## src/rtl/round_controller.sv

```systemverilog
// Purpose: sequences one nine-round black-and-white game between two players holding cards 0-8.
// Latency: card accept is visible the next cycle; a round resolves one cycle after the second accept.
// Backpressure: sel_ready is high only in FIRST/SECOND; sel_valid is ignored elsewhere and never errors there.
//
// Ports:
//   clk, reset          - rising-edge clock, synchronous active-high reset
//   start               - begin a new game (honoured in IDLE or DONE only)
//   sel_valid/sel_card  - current player presents card sel_card (legal 0-8)
//   sel_ready           - presentation can be taken this cycle
//   sel_err             - registered one-cycle pulse for a rejected presentation
//   turn                - player to play now (0 = P1, 1 = P2)
//   p1_card/p2_card     - remaining-card masks, bit n = card n still held
//   shown_valid/color   - first card of the round is showing; its colour (1 = white/odd)
//   p1_score/p2_score   - rounds won
//   round               - current round 1-9 (0 after reset)
//   result_valid        - one-cycle pulse when a round resolves
//   round_winner        - 00 tie, 01 P1, 10 P2; held until the next resolve
//   game_over/winner    - game finished and final result (same encoding)
module round_controller (
    input  logic       clk,
    input  logic       reset,
    input  logic       start,
    input  logic       sel_valid,
    input  logic [3:0] sel_card,
    output logic       sel_ready,
    output logic       sel_err,
    output logic       turn,
    output logic [8:0] p1_card,
    output logic [8:0] p2_card,
    output logic       shown_valid,
    output logic       shown_color,
    output logic [3:0] p1_score,
    output logic [3:0] p2_score,
    output logic [3:0] round,
    output logic       result_valid,
    output logic [1:0] round_winner,
    output logic       game_over,
    output logic [1:0] winner
);

    typedef enum logic [2:0] {
        IDLE    = 3'd0,
        FIRST   = 3'd1,
        SECOND  = 3'd2,
        RESOLVE = 3'd3,
        DONE    = 3'd4
    } state_t;

    localparam logic [8:0] FULL_HAND = 9'h1FF;
    localparam logic [3:0] LAST_CARD = 4'd8;
    localparam logic [3:0] LAST_ROUND = 4'd9;

    localparam logic [1:0] RES_TIE = 2'b00;
    localparam logic [1:0] RES_P1  = 2'b01;
    localparam logic [1:0] RES_P2  = 2'b10;

    // ------------------------------------------------------------------
    // State registers
    // ------------------------------------------------------------------
    state_t     state, state_nxt;
    logic [8:0] p1_card_nxt, p2_card_nxt;
    logic [3:0] p1_score_nxt, p2_score_nxt;
    logic [3:0] round_nxt;
    logic       turn_nxt;
    logic       leader, leader_nxt;
    logic [3:0] first_card, first_card_nxt;
    logic [3:0] second_card, second_card_nxt;
    logic       sel_err_nxt;
    logic       result_valid_nxt;
    logic [1:0] round_winner_nxt;
    logic [1:0] winner_nxt;

    // ------------------------------------------------------------------
    // Card validation
    // ------------------------------------------------------------------
    logic [8:0] card_bit;
    logic [8:0] turn_mask;
    logic       card_ok;
    logic       accept;
    logic       reject;

    // Shifting a one by 9..15 falls off the 9-bit vector, so out-of-range
    // cards naturally find no held bit; the explicit range check is kept
    // so the intent is obvious.
    assign card_bit  = 9'd1 << sel_card;
    assign turn_mask = turn ? p2_card : p1_card;
    assign card_ok   = (sel_card <= LAST_CARD) && ((card_bit & turn_mask) != 9'd0);
    assign accept    = sel_valid && sel_ready && card_ok;
    assign reject    = sel_valid && sel_ready && !card_ok;

    // ------------------------------------------------------------------
    // Round resolution
    // ------------------------------------------------------------------
    logic [3:0] p1_val, p2_val;
    logic       p1_wins, p2_wins;
    logic [3:0] p1_score_upd, p2_score_upd;
    logic [3:0] score_diff;
    logic [3:0] rounds_left;
    logic       decided;

    // The leader played first_card; the follower played second_card.
    assign p1_val  = leader ? second_card : first_card;
    assign p2_val  = leader ? first_card  : second_card;
    assign p1_wins = p1_val > p2_val;
    assign p2_wins = p2_val > p1_val;

    assign p1_score_upd = p1_score + {3'd0, p1_wins};
    assign p2_score_upd = p2_score + {3'd0, p2_wins};
    assign score_diff   = (p1_score_upd >= p2_score_upd) ? (p1_score_upd - p2_score_upd)
                                                         : (p2_score_upd - p1_score_upd);
    // round is 1..9 whenever RESOLVE is reached, so this never underflows.
    assign rounds_left  = LAST_ROUND - round;
    // The trailing player cannot catch up once the gap exceeds the rounds left.
    assign decided      = (score_diff > rounds_left) || (round == LAST_ROUND);

    // ------------------------------------------------------------------
    // Next-state and datapath
    // ------------------------------------------------------------------
    always_comb begin
        state_nxt        = state;
        p1_card_nxt      = p1_card;
        p2_card_nxt      = p2_card;
        p1_score_nxt     = p1_score;
        p2_score_nxt     = p2_score;
        round_nxt        = round;
        turn_nxt         = turn;
        leader_nxt       = leader;
        first_card_nxt   = first_card;
        second_card_nxt  = second_card;
        sel_err_nxt      = reject;
        result_valid_nxt = 1'b0;
        round_winner_nxt = round_winner;
        winner_nxt       = winner;

        unique case (state)
            IDLE, DONE: begin
                if (start) begin
                    p1_card_nxt  = FULL_HAND;
                    p2_card_nxt  = FULL_HAND;
                    p1_score_nxt = 4'd0;
                    p2_score_nxt = 4'd0;
                    round_nxt    = 4'd1;
                    turn_nxt     = 1'b0;
                    leader_nxt   = 1'b0;
                    winner_nxt   = RES_TIE;
                    state_nxt    = FIRST;
                end
            end

            FIRST: begin
                if (accept) begin
                    first_card_nxt = sel_card;
                    leader_nxt     = turn;
                    if (turn) p2_card_nxt = p2_card & ~card_bit;
                    else      p1_card_nxt = p1_card & ~card_bit;
                    turn_nxt       = ~turn;
                    state_nxt      = SECOND;
                end
            end

            SECOND: begin
                if (accept) begin
                    second_card_nxt = sel_card;
                    if (turn) p2_card_nxt = p2_card & ~card_bit;
                    else      p1_card_nxt = p1_card & ~card_bit;
                    state_nxt       = RESOLVE;
                end
            end

            RESOLVE: begin
                p1_score_nxt     = p1_score_upd;
                p2_score_nxt     = p2_score_upd;
                result_valid_nxt = 1'b1;
                if (p1_wins) begin
                    round_winner_nxt = RES_P1;
                    leader_nxt       = 1'b0;
                end else if (p2_wins) begin
                    round_winner_nxt = RES_P2;
                    leader_nxt       = 1'b1;
                end else begin
                    round_winner_nxt = RES_TIE;
                    leader_nxt       = leader;
                end
                turn_nxt = leader_nxt;

                if (decided) begin
                    if (p1_score_upd > p2_score_upd)      winner_nxt = RES_P1;
                    else if (p2_score_upd > p1_score_upd) winner_nxt = RES_P2;
                    else                                  winner_nxt = RES_TIE;
                    state_nxt = DONE;
                end else begin
                    round_nxt = round + 4'd1;
                    state_nxt = FIRST;
                end
            end

            default: state_nxt = IDLE;
        endcase
    end

    always_ff @(posedge clk) begin
        if (reset) begin
            state        <= IDLE;
            p1_card      <= FULL_HAND;
            p2_card      <= FULL_HAND;
            p1_score     <= 4'd0;
            p2_score     <= 4'd0;
            round        <= 4'd0;
            turn         <= 1'b0;
            leader       <= 1'b0;
            first_card   <= 4'd0;
            second_card  <= 4'd0;
            sel_err      <= 1'b0;
            result_valid <= 1'b0;
            round_winner <= RES_TIE;
            winner       <= RES_TIE;
        end else begin
            state        <= state_nxt;
            p1_card      <= p1_card_nxt;
            p2_card      <= p2_card_nxt;
            p1_score     <= p1_score_nxt;
            p2_score     <= p2_score_nxt;
            round        <= round_nxt;
            turn         <= turn_nxt;
            leader       <= leader_nxt;
            first_card   <= first_card_nxt;
            second_card  <= second_card_nxt;
            sel_err      <= sel_err_nxt;
            result_valid <= result_valid_nxt;
            round_winner <= round_winner_nxt;
            winner       <= winner_nxt;
        end
    end

    // ------------------------------------------------------------------
    // State-decoded outputs
    // ------------------------------------------------------------------
    assign sel_ready   = (state == FIRST) || (state == SECOND);
    assign shown_valid = (state == SECOND);
    assign shown_color = first_card[0];
    assign game_over   = (state == DONE);

endmodule

```

## config.mk

```make
export PLATFORM = sky130hd
export DESIGN_NAME = round_controller
export DESIGN_NICKNAME = d
export VERILOG_FILES = /design/src/rtl/round_controller.sv
export SDC_FILE = /design/constraint.sdc
export NUM_CORES = 1
export LEC_CHECK = 0
export CAP_MARGIN = 15
export CORE_ASPECT_RATIO = 1.25
export CORE_UTILIZATION = 30
export CTS_BUF_LIST = sky130_fd_sc_hd__clkbuf_8
export DETAILED_ROUTE_END_ITERATION = 10
export PLACE_DENSITY = 0.58
export SYNTH_ARGS = -nofsm -noshare
export SYNTH_HDL_FRONTEND = slang
export SYNTH_SLANG_ARGS = --single-unit
```

## constraint.sdc

```tcl
create_clock -name clk -period 6.4 [get_ports clk]
set_clock_uncertainty 0.15 [all_clocks]
set_input_delay 0.96 -clock clk [delete_from_list [all_inputs] [get_ports clk]]
set_output_delay 0.96 -clock clk [all_outputs]
set_load 0.005 [all_outputs]
```

==> flow_summary.ini <==
[run_status]
status = complete, no violations

[logic_synthesis]
synthCells = 322
synth_edf_count = 0
synth.ff_latch_count = 49
ys_seq_area_share_pct = 34.72
async_reset_ff_share_pct = 0
syn_area_um2 = 2825
synthFlopType = dfxtp_1
ys_warn_count = 0
syn-num-nets = 354
synth.distinct_cells = 52
synth.avg_cell_area_um2 = 8.774

[drt]
drtIter0Drc = 123
wirelength_um = 6900
drc = 0
wl_per_cell_um = 14.17
drt-pass1-iter-count = 4
via_per_inst = 4.988
postRouteAntennaNets = 0
vias = 2429

[timing]
finalMaxSlewViolations = 0
whs_ps = 312.1
worst_pin_slew_ps = 898.6
fin_crit_sh_pct = 93.72
timing.setup.tns_ps = 0
setup_viol_count_final = 0
rsz0062_at_grt = false
post-route-min-period_ps = 5998
fin_ws_ps = 402.1
clock.fmax_ghz = 0.1667
hold_violations = 0
slew_headroom_pct = 40.09

[layout]
fin_cells = 487
layout.nets = 395
nFillCells = 946
fin_area_um2 = 3498
final_common_cell = nor2_1
syn2layout_area_growth_pct = 23.83
fin_util_pct = 38.34
drive_gt1_share_pct = 8.791
antenna_cells = 0
layout_common_cells = nor2_1, dfxtp_1, clkdlybuf4s50_1

[clock_network]
clk_latency_ps = 320
cts_buffers = 5
clk_pin_slew_ps = 100
cts-htree-levels = 2
postCtsHoldBufs = 0
cts_tree = yes
cts-root-buf = clkbuf_8
clock_sinks = 49
cts_buffer_depth = 2

[power_and_ir_drop]
seq_power_share_pct = 52.6
switchingPower_mw = 0.1825
ir_drop_uv = 77.22
comb_power_share_pct = 14.3
clkPwrFrac_pct = 33.1
swShare_pct = 29.81
powerDensity_nw_per_um2 = 175.0
total_power_mw = 0.6121
p_int_mw = 0.4296
p_leak_nw = 1.278

[grt]
gr-total-overflow = 0
grt_pass1_vias = 2327
grt_pass1_wl_um = 11250
grt_usage_pct = 14.49
antenna_found_initial = 0
grt_max_degree = 32

[place]
gp_congestion = 0.8567
dp_hpwl_um = 5076
dp.cells = 479
place_ws_ps = 225.1
io_buffers = 48
place_area_um2 = 3393

[critical_path]
start_kind = flop
slowest_delay_ps = 560
cp.required_ps = 6420
cpMostUsedCell = ha_1
r2r-end = round[2]$_SDFFE_PP0P_
r2r_cells = 20
timing.rr.start = leader$_SDFFE_PP0P_
setup.worst_path.start = leader$_SDFFE_PP0P_
critPathBufInv = 0
rrSetupSlack_ps = 400
path_delay_family = compound AO/OA/AOI/OAI gates
crit_chain = mux2_2 -> ha_1 -> nor2b_1 -> a211o_1 -> a311oi_2 -> nor2_1 -> ha_1 -> ha_1 -> fa_1 -> and2_1 -> o21ai_0 -> mux2i_1 -> xor2_1 -> ha_1 -> and3b_1 -> a2111oi_0 -> o211ai_1 -> a21boi_0 -> xnor2_1 -> nor2_1
crit_slowest_cell = a2111oi_0
worst_setup_path_end_kind = flop
critPathMaxFanout = 10
critical_path_class = reg -> reg
cp.arrival_ps = 6020

[min_path]
hold_end = winner[1]$_SDFFE_PP0P_
whs_path_depth = 2
hp-class = reg -> reg
hold_path_startpoint = winner[1]$_SDFFE_PP0P_

[die]
rows = 39
fp.dieArea_um2 = 9811
start_util_pct = 30.96
die-width_um = 88.80
core_area_um2 = 9125
io_pins = 49
die_h_um = 110.5

[flow_run]
cap_violations = 0
[registers in the layout, indices dropped and copies added (netlist names), 3 cells and up]
signal	flops
first_card	4
p1_card	9
p1_score	4
p2_card	9
p2_score	4
round	4
second_card	4
state	3
[metal layers]
layer | routed length [um] | vias up | global-route usage, %
met5 | 0 | - | 0
li1 | - | 1206 | -
met2 | 3384 | 59 | 24.36
met3 | 244 | 8 | 2.541
met1 | 3144 | 1156 | 18.60
met4 | 127 | 0 | 4.301
[power groups by stage]
stage	registers [mW]	logic [mW]	clock network [mW]
detailed placement	0.329	0.0875	0
floorplan	0.321	0.0678	0
finish	0.322	0.0876	0.203
global placement	0.328	0.0864	0
CTS	0.322	0.0881	0.210
global route	0.324	0.0964	0.223
[kinds of logic (layout without fill, tap and decap cells)]
logic type	Yosys count	in the layout	synth area share, %
simple gates	113	113	20.33
compound gates	68	68	15.37
flops	49	49	34.72
buf+inv	31	73	5.004
mux	25	25	9.699
fa+ha+maj	24	24	11.16
xor+xnor	12	12	3.720
[final cells by class]
type | instances | area [um^2] | share of cell area [%]
multi-input combinational | 242 | 1709 | 48.86
sequential | 49 | 982.2 | 28.08
timing repair buffer | 51 | 503.0 | 14.38
tap | 123 | 153.9 | 4.399
clock buffer | 5 | 68.82 | 1.967
inverter | 14 | 52.55 | 1.502
clock inverter | 3 | 28.78 | 0.8226
[Yosys cell counts (8+ instances only)]
cell	n	share of area, %
dfxtp_1	49	35
clkbuf_1	9	1.2
nand2_1	17	2.3
o21ai_0	10	1.8
ha_1	22	9.7
a22oi_1	8	2.1
a21oi_1	36	6.4
mux2i_1	15	5.3
xnor2_1	10	3.1
inv_1	14	1.9
mux2_2	8	3.2
nor2_1	55	7.3
[worst max path at each step]
stage	end	slack, ps	depth (start not counted)
2_1_floorplan	round[2]$_SDFFE_PP0P_	580	21
3_3_place_gp	round[2]$_SDFFE_PP0P_	530	20
3_5_place_dp	round[2]$_SDFFE_PP0P_	230	20
4_1_cts	round[2]$_SDFFE_PP0P_	180	20
5_1_grt	round[2]$_SDFFE_PP0P_	50	20
6_report	round[2]$_SDFFE_PP0P_	400	20
[worst min-delay path, cell delays in order, from the launching register on]
cell and delay (ps):
dfxtp_1 320, nand2_1 50, a21oi_1 50
[timing repair]
action                                  4_1_cts  5_1_grt
endpoints found under the setup margin        0        7
buffers inserted                              0        0
gates resized for setup                       0        2
endpoints found under the hold margin         0        0
No activity file was read; power rests on OpenSTA's default activity.
